===== config.mk =====
export PLATFORM = sky130hd
export DESIGN_NAME = lmsm_expander
export DESIGN_NICKNAME = d
export VERILOG_FILES = /design/src/rtl/lmsm_expander.sv
export SDC_FILE = /design/constraint.sdc
export NUM_CORES = 1
export LEC_CHECK = 0
export CORE_UTILIZATION = 45
export CTS_CLUSTER_SIZE = 30
export DETAILED_ROUTE_END_ITERATION = 8
export GPL_ROUTABILITY_DRIVEN = 0
export PLACE_DENSITY = 0.84
export SLEW_MARGIN = 20
export SYNTH_ARGS = -nofsm -noshare
export SYNTH_HDL_FRONTEND = slang
export SYNTH_SLANG_ARGS = --single-unit

===== constraint.sdc =====
create_clock -name clk -period 7.5 [get_ports clk]
set_input_delay 1.125 -clock clk [delete_from_list [all_inputs] [get_ports clk]]
set_output_delay 1.125 -clock clk [all_outputs]
set_load 0.01 [all_outputs]

===== src/rtl/lmsm_expander.sv =====
// lmsm_expander: decode-front stage that sits between the IF/ID register and
// the control decoder. Ordinary instructions pass through with one cycle of
// latency. Each LM/SM is expanded into one LW/SW micro-op per selected
// register, and fetch is back-pressured while the expansion runs.
//
// Ports:
//   clk, rst_n         clock, asynchronous active-low reset
//   in_valid/in_instr  instruction from IF/ID, with its PC in in_pc
//   in_ready           instruction accepted this cycle (combinational)
//   out_valid/out_instr/out_pc/out_last  registered micro-op stream
//   stall              downstream hold; the outputs do not change
//   flush              synchronous kill of any in-flight output/expansion
//
// Build option: define LMSM_BASE_LAST_EN to defer an LM's base-register load
// to the end of the sequence, so every other micro-op sees the original base.
//
// state   | meaning
// S_IDLE  | may accept; outputs hold a pass-through or nothing
// S_EXPAND| emitting LW/SW micro-ops; fetch held off
module lmsm_expander (
  input  logic        clk,
  input  logic        rst_n,
  input  logic        in_valid,
  input  logic [15:0] in_instr,
  input  logic [15:0] in_pc,
  output logic        in_ready,
  output logic        out_valid,
  output logic [15:0] out_instr,
  output logic [15:0] out_pc,
  output logic        out_last,
  input  logic        stall,
  input  logic        flush
);

  typedef enum logic {S_IDLE, S_EXPAND} state_t;

  state_t      state_q;
  logic [7:0]  mask_q;     // registers still to emit, including the one shown
  logic [7:0]  orig_q;     // original imm8, source of the memory slot offsets
  logic [2:0]  base_q;
  logic        is_sm_q;
  logic        out_valid_q, out_last_q;
  logic [15:0] out_instr_q, out_pc_q;

  logic        fire, accept, in_is_lmsm;
  logic        sel_sm;
  logic [2:0]  sel_base, nxt_r;
  logic [7:0]  sel_orig, sel_rem, skip;
  logic [15:0] nxt_instr;
  logic        nxt_last;

  // Lowest set bit of rem, preferring bits outside skip when any exist.
  function automatic logic [2:0] pick(input logic [7:0] rem, input logic [7:0] skip_m);
    logic [7:0] eff;
    eff = rem & ~skip_m;
    if (eff == 8'd0) eff = rem;
    pick = 3'd0;
    for (int i = 7; i >= 0; i--)
      if (eff[i]) pick = i[2:0];
  endfunction

  // Slot of register r: how many selected registers sit below it.
  function automatic logic [2:0] off_of(input logic [7:0] orig, input logic [2:0] r);
    logic [2:0] n;
    n = 3'd0;
    for (int i = 0; i < 8; i++)
      if (orig[i] && (3'(i) < r)) n = n + 3'd1;
    off_of = n;
  endfunction

  assign fire       = out_valid_q & ~stall;
  assign in_ready   = (state_q == S_IDLE) & (~out_valid_q | ~stall) & ~flush;
  assign accept     = in_valid & in_ready;
  assign in_is_lmsm = (in_instr[15:13] == 3'b011);

  // One micro-op generator serves both the first op (from the incoming
  // instruction) and every following op (from the latched context).
  always_comb begin
    if (state_q == S_IDLE) begin
      sel_sm   = in_instr[12];
      sel_base = in_instr[11:9];
      sel_orig = in_instr[7:0];
      sel_rem  = in_instr[7:0];
    end else begin
      sel_sm   = is_sm_q;
      sel_base = base_q;
      sel_orig = orig_q;
      sel_rem  = mask_q & ~(8'b1 << out_instr_q[11:9]);
    end
    skip = 8'd0;
`ifdef LMSM_BASE_LAST_EN
    if (!sel_sm && sel_orig[sel_base]) skip = 8'b1 << sel_base;
`endif
    nxt_r     = pick(sel_rem, skip);
    nxt_instr = {3'b010, sel_sm, nxt_r, sel_base, 3'b000, off_of(sel_orig, nxt_r)};
    nxt_last  = ((sel_rem & (sel_rem - 8'd1)) == 8'd0);
  end

  always_ff @(posedge clk or negedge rst_n) begin
    if (!rst_n) begin
      state_q     <= S_IDLE;
      mask_q      <= 8'd0;
      orig_q      <= 8'd0;
      base_q      <= 3'd0;
      is_sm_q     <= 1'b0;
      out_valid_q <= 1'b0;
      out_last_q  <= 1'b0;
      out_instr_q <= 16'd0;
      out_pc_q    <= 16'd0;
    end else if (flush) begin
      out_valid_q <= 1'b0;
      out_last_q  <= 1'b0;
      state_q     <= S_IDLE;
      mask_q      <= 8'd0;
    end else if (state_q == S_IDLE) begin
      if (accept) begin
        if (!in_is_lmsm) begin
          out_valid_q <= 1'b1;
          out_last_q  <= 1'b1;
          out_instr_q <= in_instr;
          out_pc_q    <= in_pc;
        end else if (in_instr[7:0] == 8'd0) begin
          out_valid_q <= 1'b0;
          out_last_q  <= 1'b0;
        end else begin
          out_valid_q <= 1'b1;
          out_last_q  <= nxt_last;
          out_instr_q <= nxt_instr;
          out_pc_q    <= in_pc;
          mask_q      <= in_instr[7:0];
          orig_q      <= in_instr[7:0];
          base_q      <= in_instr[11:9];
          is_sm_q     <= in_instr[12];
          state_q     <= S_EXPAND;
        end
      end else if (fire) begin
        out_valid_q <= 1'b0;
        out_last_q  <= 1'b0;
      end
    end else if (fire) begin
      if (sel_rem != 8'd0) begin
        out_instr_q <= nxt_instr;
        out_last_q  <= nxt_last;
        mask_q      <= sel_rem;
      end else begin
        out_valid_q <= 1'b0;
        out_last_q  <= 1'b0;
        mask_q      <= 8'd0;
        state_q     <= S_IDLE;
      end
    end
  end

  assign out_valid = out_valid_q;
  assign out_instr = out_instr_q;
  assign out_pc    = out_pc_q;
  assign out_last  = out_last_q;

endmodule


Yosys cells after proc, flatten, opt, wreduce, memory -nomap -nowiden
Index checks and enable logic that the tools add are counted.
- $add $sub $neg: 8
- $mul: 0
- div/mod/pow operators: 0
- magnitude comparators: 8
- equal/unequal tests: 8
- shift-type cells: 1
- multiplexer cells: 56
- bitwise operators: 13
- reductions and logical operators: 21
- operators with widths (cell ; number):
    2-to-1 mux 16 bit ; 8
    2-to-1 mux 8 bit ; 9
    2-to-1 mux 3 bit ; 16
    2-to-1 mux 1 bit ; 23
    adder 3 x 1 -> 3 bit (second input constant) ; 7
    AND 8 bit ; 2
    logical NOT 8 bit ; 2
    less-than comparator 3 bit (first input constant) ; 4
    AND reduction 5 bit ; 2
    inequality test 3 bit (second input constant) ; 3
    nonzero test 3 bit ; 3
    logical AND 1 bit ; 8
    inverter 8 bit ; 1
    AND reduction 4 bit ; 2
    nonzero test 8 bit ; 1
    left shift 1 x 3 -> 8 bit (first input constant) ; 1
    subtractor 8 x 1 -> 8 bit (second input constant) ; 1
    less-than comparator 1 x 3 -> 1 bit (first input constant) ; 2
    less-than comparator 2 x 3 -> 1 bit (first input constant) ; 2
    inverter 1 bit ; 5
    AND 1 bit ; 4
    inequality test 2 x 1 -> 1 bit (second input constant) ; 2
    == test 3 x 2 -> 1 bit (second input constant) ; 1
    inequality test 3 x 2 -> 1 bit (second input constant) ; 1
    5 further kinds ; 5
- bits in registers: 55
- latch bits: 0
- bits in writable memories: 0
- memory bits (read-only): 0
- bits of input ports: 37
- output and inout bits: 35
- logic and storage cells: 124
- memories: 0

Logic depth before layout (Yosys ltp)
- depth in word-level cells: 33
- mapped depth: 27
- depth with buffers taken out: 25

Worst setup path after synthesis
Ideal clock, no wire load.
- path kind: input to register
- from: input in_instr[7]
- to: register out_instr_q[2], in the netlist out_instr[2]
- library setup time: 96 ps
- arrival time: 5079 ps
- required time: 7404 ps
- setup slack: 2325 ps
- stages: 25
- path buffers: 1
- cells stage by stage: nor2b_1 -> a31oi_1 -> a211oi_1 -> o21ai_1 -> nand2_1 -> o21a_1 -> ha_1 -> buf_2 -> xnor2_2 -> inv_1 -> ha_1 -> xnor2_1 -> xnor2_1 -> nor3_1 -> a31oi_1 -> nand2_1 -> ha_1 -> nand2_1 -> mux2i_1 -> a21oi_1 -> nor2_1 -> xnor2_1 -> xnor2_1 -> xnor2_1 -> o31ai_1
- word-level cells in the longest chain between the ends: 30
- elaborated cells between the ends (all ways): 52
- classes of those cells: 7 x add/sub; 8 x order compare; 2 x eq/ne; 24 x mux; 11 x reduce/logical
- RTL lines (element ; line ; RTL):
    from (decl) ; 24 ; input logic [15:0] in_instr,
    2-to-1 mux 8 bit ; 79 ; if (state_q == S_IDLE) begin
    2-to-1 mux 3 bit (8 in a row) ; 59 ; if (eff[i]) pick = i[2:0];
    less-than comparator 1 x 3 -> 1 bit ; 67 ; if (orig[i] && (3'(i) < r)) n = n + 3'd1;
    logical AND 1 bit ; 67 ;
    2-to-1 mux 1 bit ; 67 ;
    adder 3 x 1 -> 3 bit ; 67 ;
    2-to-1 mux 3 bit ; 67 ;
    adder 3 x 1 -> 3 bit ; 67 ;
    (+7 left out) ; n/a ;
    adder 3 x 1 -> 3 bit ; 67 ;
    2-to-1 mux 3 bit ; 67 ;
    adder 3 x 1 -> 3 bit ; 67 ;
    2-to-1 mux 3 bit ; 67 ;
    2-to-1 mux 16 bit ; 122 ; end else if (in_instr[7:0] == 8'd0) begin
    2-to-1 mux 16 bit ; 117 ; if (!in_is_lmsm) begin
    2-to-1 mux 16 bit ; 116 ; if (accept) begin
    2-to-1 mux 16 bit ; 115 ; end else if (state_q == S_IDLE) begin
    to (signal assigned) ; 120 ; out_instr_q <= in_instr;
    to (signal assigned) ; 128 ; out_instr_q <= nxt_instr;
    to (signal assigned) ; 142 ; out_instr_q <= nxt_instr;
    to (decl) ; 43 ; logic [15:0] out_instr_q, out_pc_q;
Parallel ways exist; a longest one is shown, timed or not. The select of a mux whose other input is x is not followed.
A chain may end at the register's enable or synchronous reset.

Final worst setup path
Ends and elaborated chain as after synthesis.

==> reports/metrics.json <==
{
  "clock_tree": {
    "cts_hold_repair.buffers": 0,
    "post_cts_buffers": 0,
    "clk-insertion-delay-late_ns": 0.31,
    "cts_sinks": 54,
    "post_cts_resize_count": 0,
    "path_clk_slew_ns": 0.10,
    "clock_tree_from_tritoncts": "yes",
    "cts_buffer_depth": 2,
    "clk_root_buffer_cell": "clkbuf_8",
    "cts.htree.levels": 2,
    "cts_made_buffers": 5
  },
  "timing": {
    "tns_ns": 0,
    "layout_worst_path_cycle_share_pct": 79.9,
    "finalSetupViolCount": 0,
    "finClkSkew_ns": 0.0139,
    "maxSlewHeadroom_pct": 32.9,
    "slew_viol_final": 0,
    "worst-slew-pin-transition_ns": 1.00,
    "min_period_ns": 5.99,
    "grt_setup_unrepaired": "false",
    "fmax_mhz": 167,
    "hold_ws_ns": 0.491,
    "report.final.hold_viol_count": 0
  },
  "synth": {
    "count_of_mapped_cells_out_of_synthesis": 334,
    "postSynth.asyncResetShare_pct": 100,
    "synth.cell_area_um2": 3170,
    "synth_sequential_area_ratio_pct": 42.7,
    "postSynthRegisterBits": 54,
    "postSynthNetCount": 378,
    "flip_flop_cell_with_the_highest_count_after_synthesis": "dfrtp_1",
    "syn_avg_cell_area_um2": 9.48,
    "synth_edf_count": 0,
    "post_synth_num_cell_types": 52,
    "yosysWarnings": 0
  },
  "floorplan": {
    "initial_utilization_pct": 46.6,
    "number_of_core_rows": 30,
    "fp.dieW_um": 85.9,
    "boundaryPins": 72,
    "fp.dieArea_um2": 7380,
    "placeableCoreArea_um2": 6790,
    "die_height_um": 85.9
  },
  "cells_and_area": {
    "antenna_cells": 0,
    "multi_input_area_um2": 1710,
    "num-fill-cells": 576,
    "area_growth_syn_to_layout_pct": 27.4,
    "fin_nets": 443,
    "final_util_pct": 59.4,
    "seq_area_um2": 1350,
    "final_layout_size_suffix_gt1_share_pct": 13.0
  },
  "setup_path": {
    "critical_register_to_register_path_startpoint": "state_q",
    "timing.rr.end": "out_instr[2]",
    "cpPeakStageDelay_ns": 0.46,
    "ff2ff_path_depth": 25,
    "critical_path_arrival_ns": 6.22,
    "worst-r2r-setup-slack_ns": 1.88,
    "timing.critical_path.to_type": "register",
    "start_to_end_type_of_the_worst_setup_path": "input pin to register",
    "crit_slowest_cell": "clkdlybuf4s50_1",
    "critPathLaunchType": "input pin",
    "startpoint": "in_instr[7]",
    "critPathMostFrequentCell": "xnor2_1",
    "worst-endpoint-required_ns": 7.73,
    "critPathMaxFanout": 7
  },
  "hold_path": {
    "holdCritPathClass": "register to register",
    "hold-path-endpoint": "out_instr[6]",
    "hold_start": "out_instr[6]",
    "hold_path_depth": 2
  },
  "run": {
    "max_cap_violations": 0
  },
  "detailed_routing": {
    "detailed_routing_iterations_pass_1": 6,
    "post_drt_wl_per_cell_um": 15.9,
    "first_iter_violations": 279,
    "drt_wl_total_mm": 7.88,
    "drc_errors": 0,
    "detail-route-antenna-nets": 0,
    "vias_per_cell": 5.73,
    "num_vias": 2840
  },
  "power_and_ir_drop": {
    "power_per_cell_area_nw_per_um2": 203,
    "total_leakage_power_nw": 1.64,
    "max-vdd-ir-drop_mv": 0.137,
    "fin_total_pwr_mw": 0.820
  },
  "place": {
    "dp_hpwl_mm": 5.73,
    "port_buffers": 71
  },
  "global_routing": {
    "grt_max_degree": 55,
    "busiest_layer": "met2",
    "grt_antenna_before_repair": 0,
    "grt_pass1_wl_mm": 12.9,
    "grt.met2_usage_pct": 34.1,
    "grtUsageTotal_pct": 22.1,
    "global_route.overflow_total": 0,
    "groute.layer.met3.usage_pct": 4.91,
    "number_of_global_route_vias_before_repair": 2697,
    "groute.layer.met1.usage_pct": 30.6
  },
  "run_status": {
    "run_status": "completed"
  }
}
## final cells by class
type / count / area share [%]
Tap cell: 96 / 2.98
Clock inverter: 1 / 0.124
Sequential cell: 54 / 33.5
Timing Repair Buffer: 74 / 18.1
Inverter: 9 / 0.837
Multi-Input combinational cell: 255 / 42.4
Clock buffer: 7 / 2.14
## per-stage QoR
step,cells,instance area (um2),worst slack [ns]
after floorplan,334,3170,2.33
after global placement,488,3940,1.57
after detailed placement,488,3940,1.28
after CTS,496,4030,1.60
after global routing,496,4030,1.04
final,496,4030,1.51
## report_power, final
| group | internal [mW] | switching [mW] | total [mW] |
|---|---|---|---|
| sequential | 0.346 | 0.0389 | 0.385 |
| combinational | 0.147 | 0.118 | 0.266 |
| clock | 0.0748 | 0.0938 | 0.169 |
| total | 0.568 | 0.251 | 0.820 |
## registers in the layout, summed over array words and instances, names as in the netlist
name / cells
out_pc: 16
out_instr: 16
base_q: 3
state_q: 1
is_sm_q: 1
mask_q: 8
orig_q: 7
out_last: 1
out_valid: 1
## cell usage in the layout (no fill, tap or decap), types with 9 or more instances in the layout
cell / Yosys / layout
clkdlybuf4s50_1: 0 / 70
dfrtp_1: 54 / 54
nand2_1: 52 / 52
mux2_2: 29 / 29
o21ai_0: 24 / 24
a21oi_1: 22 / 22
nor2_1: 18 / 18
nand3_1: 9 / 9
a31oi_1: 9 / 9
inv_1: 9 / 9
## critical path: cells and delay by family
kind	cells	cell delay (ns)
multiplexers	1	0.22
buffers and inverters	2	0.53
XOR/XNOR	6	0.98
AO/OA/AOI/OAI	7	1.78
adder cells (fa/ha/maj)	3	0.92
AND/OR/NAND/NOR	6	0.65
## cell families (layout without fill, tap and decap cells)
family / Yosys count / after routing / synth area share [%]
xor gates and xnor gates: 10 / 10 / 3.52
DFF: 54 / 54 / 42.7
muxes: 37 / 37 / 12.8
buffers and inverters: 25 / 91 / 3.56
AOI/OAI and AO/OA: 92 / 92 / 18.4
and+or+nand+nor: 109 / 109 / 16.3
adders and majority gates: 7 / 7 / 2.77
## layer usage
layer  wire length, um  vias up
li1                  -     1341
met1              3540     1352
met2              3560      127
met3               595       20
met4               179        0
met5                 0        -
## cell usage after synthesis, types with 4 or more instances
cell type | count | area (um2)
nand2b_1 | 4 | 25.0
nand2_1 | 52 | 195
a211oi_1 | 4 | 30.0
xnor2_1 | 8 | 70.1
clkbuf_1 | 7 | 26.3
nor2b_1 | 5 | 31.3
o21a_1 | 8 | 60.1
nor2_1 | 18 | 67.6
o21ai_0 | 24 | 120
a31oi_1 | 9 | 56.3
inv_1 | 9 | 33.8
nand3_1 | 9 | 45.0
dfrtp_1 | 54 | 1350
mux2_2 | 29 | 327
ha_1 | 7 | 87.6
nor3_1 | 5 | 25.0
mux2i_1 | 8 | 80.1
a21oi_1 | 22 | 110
## worst max-delay path by stage
stage                         to  slack (ns)  cells past startpoint
detailed placement  out_instr[2]        1.28                     25
global route        out_instr[2]        1.04                     25
floorplan           out_instr[2]        2.33                     25
finish              out_instr[2]        1.51                     25
global placement    out_instr[2]        1.57                     25
CTS                 out_instr[2]        1.60                     25
No activity file was read; power rests on OpenSTA's default activity.
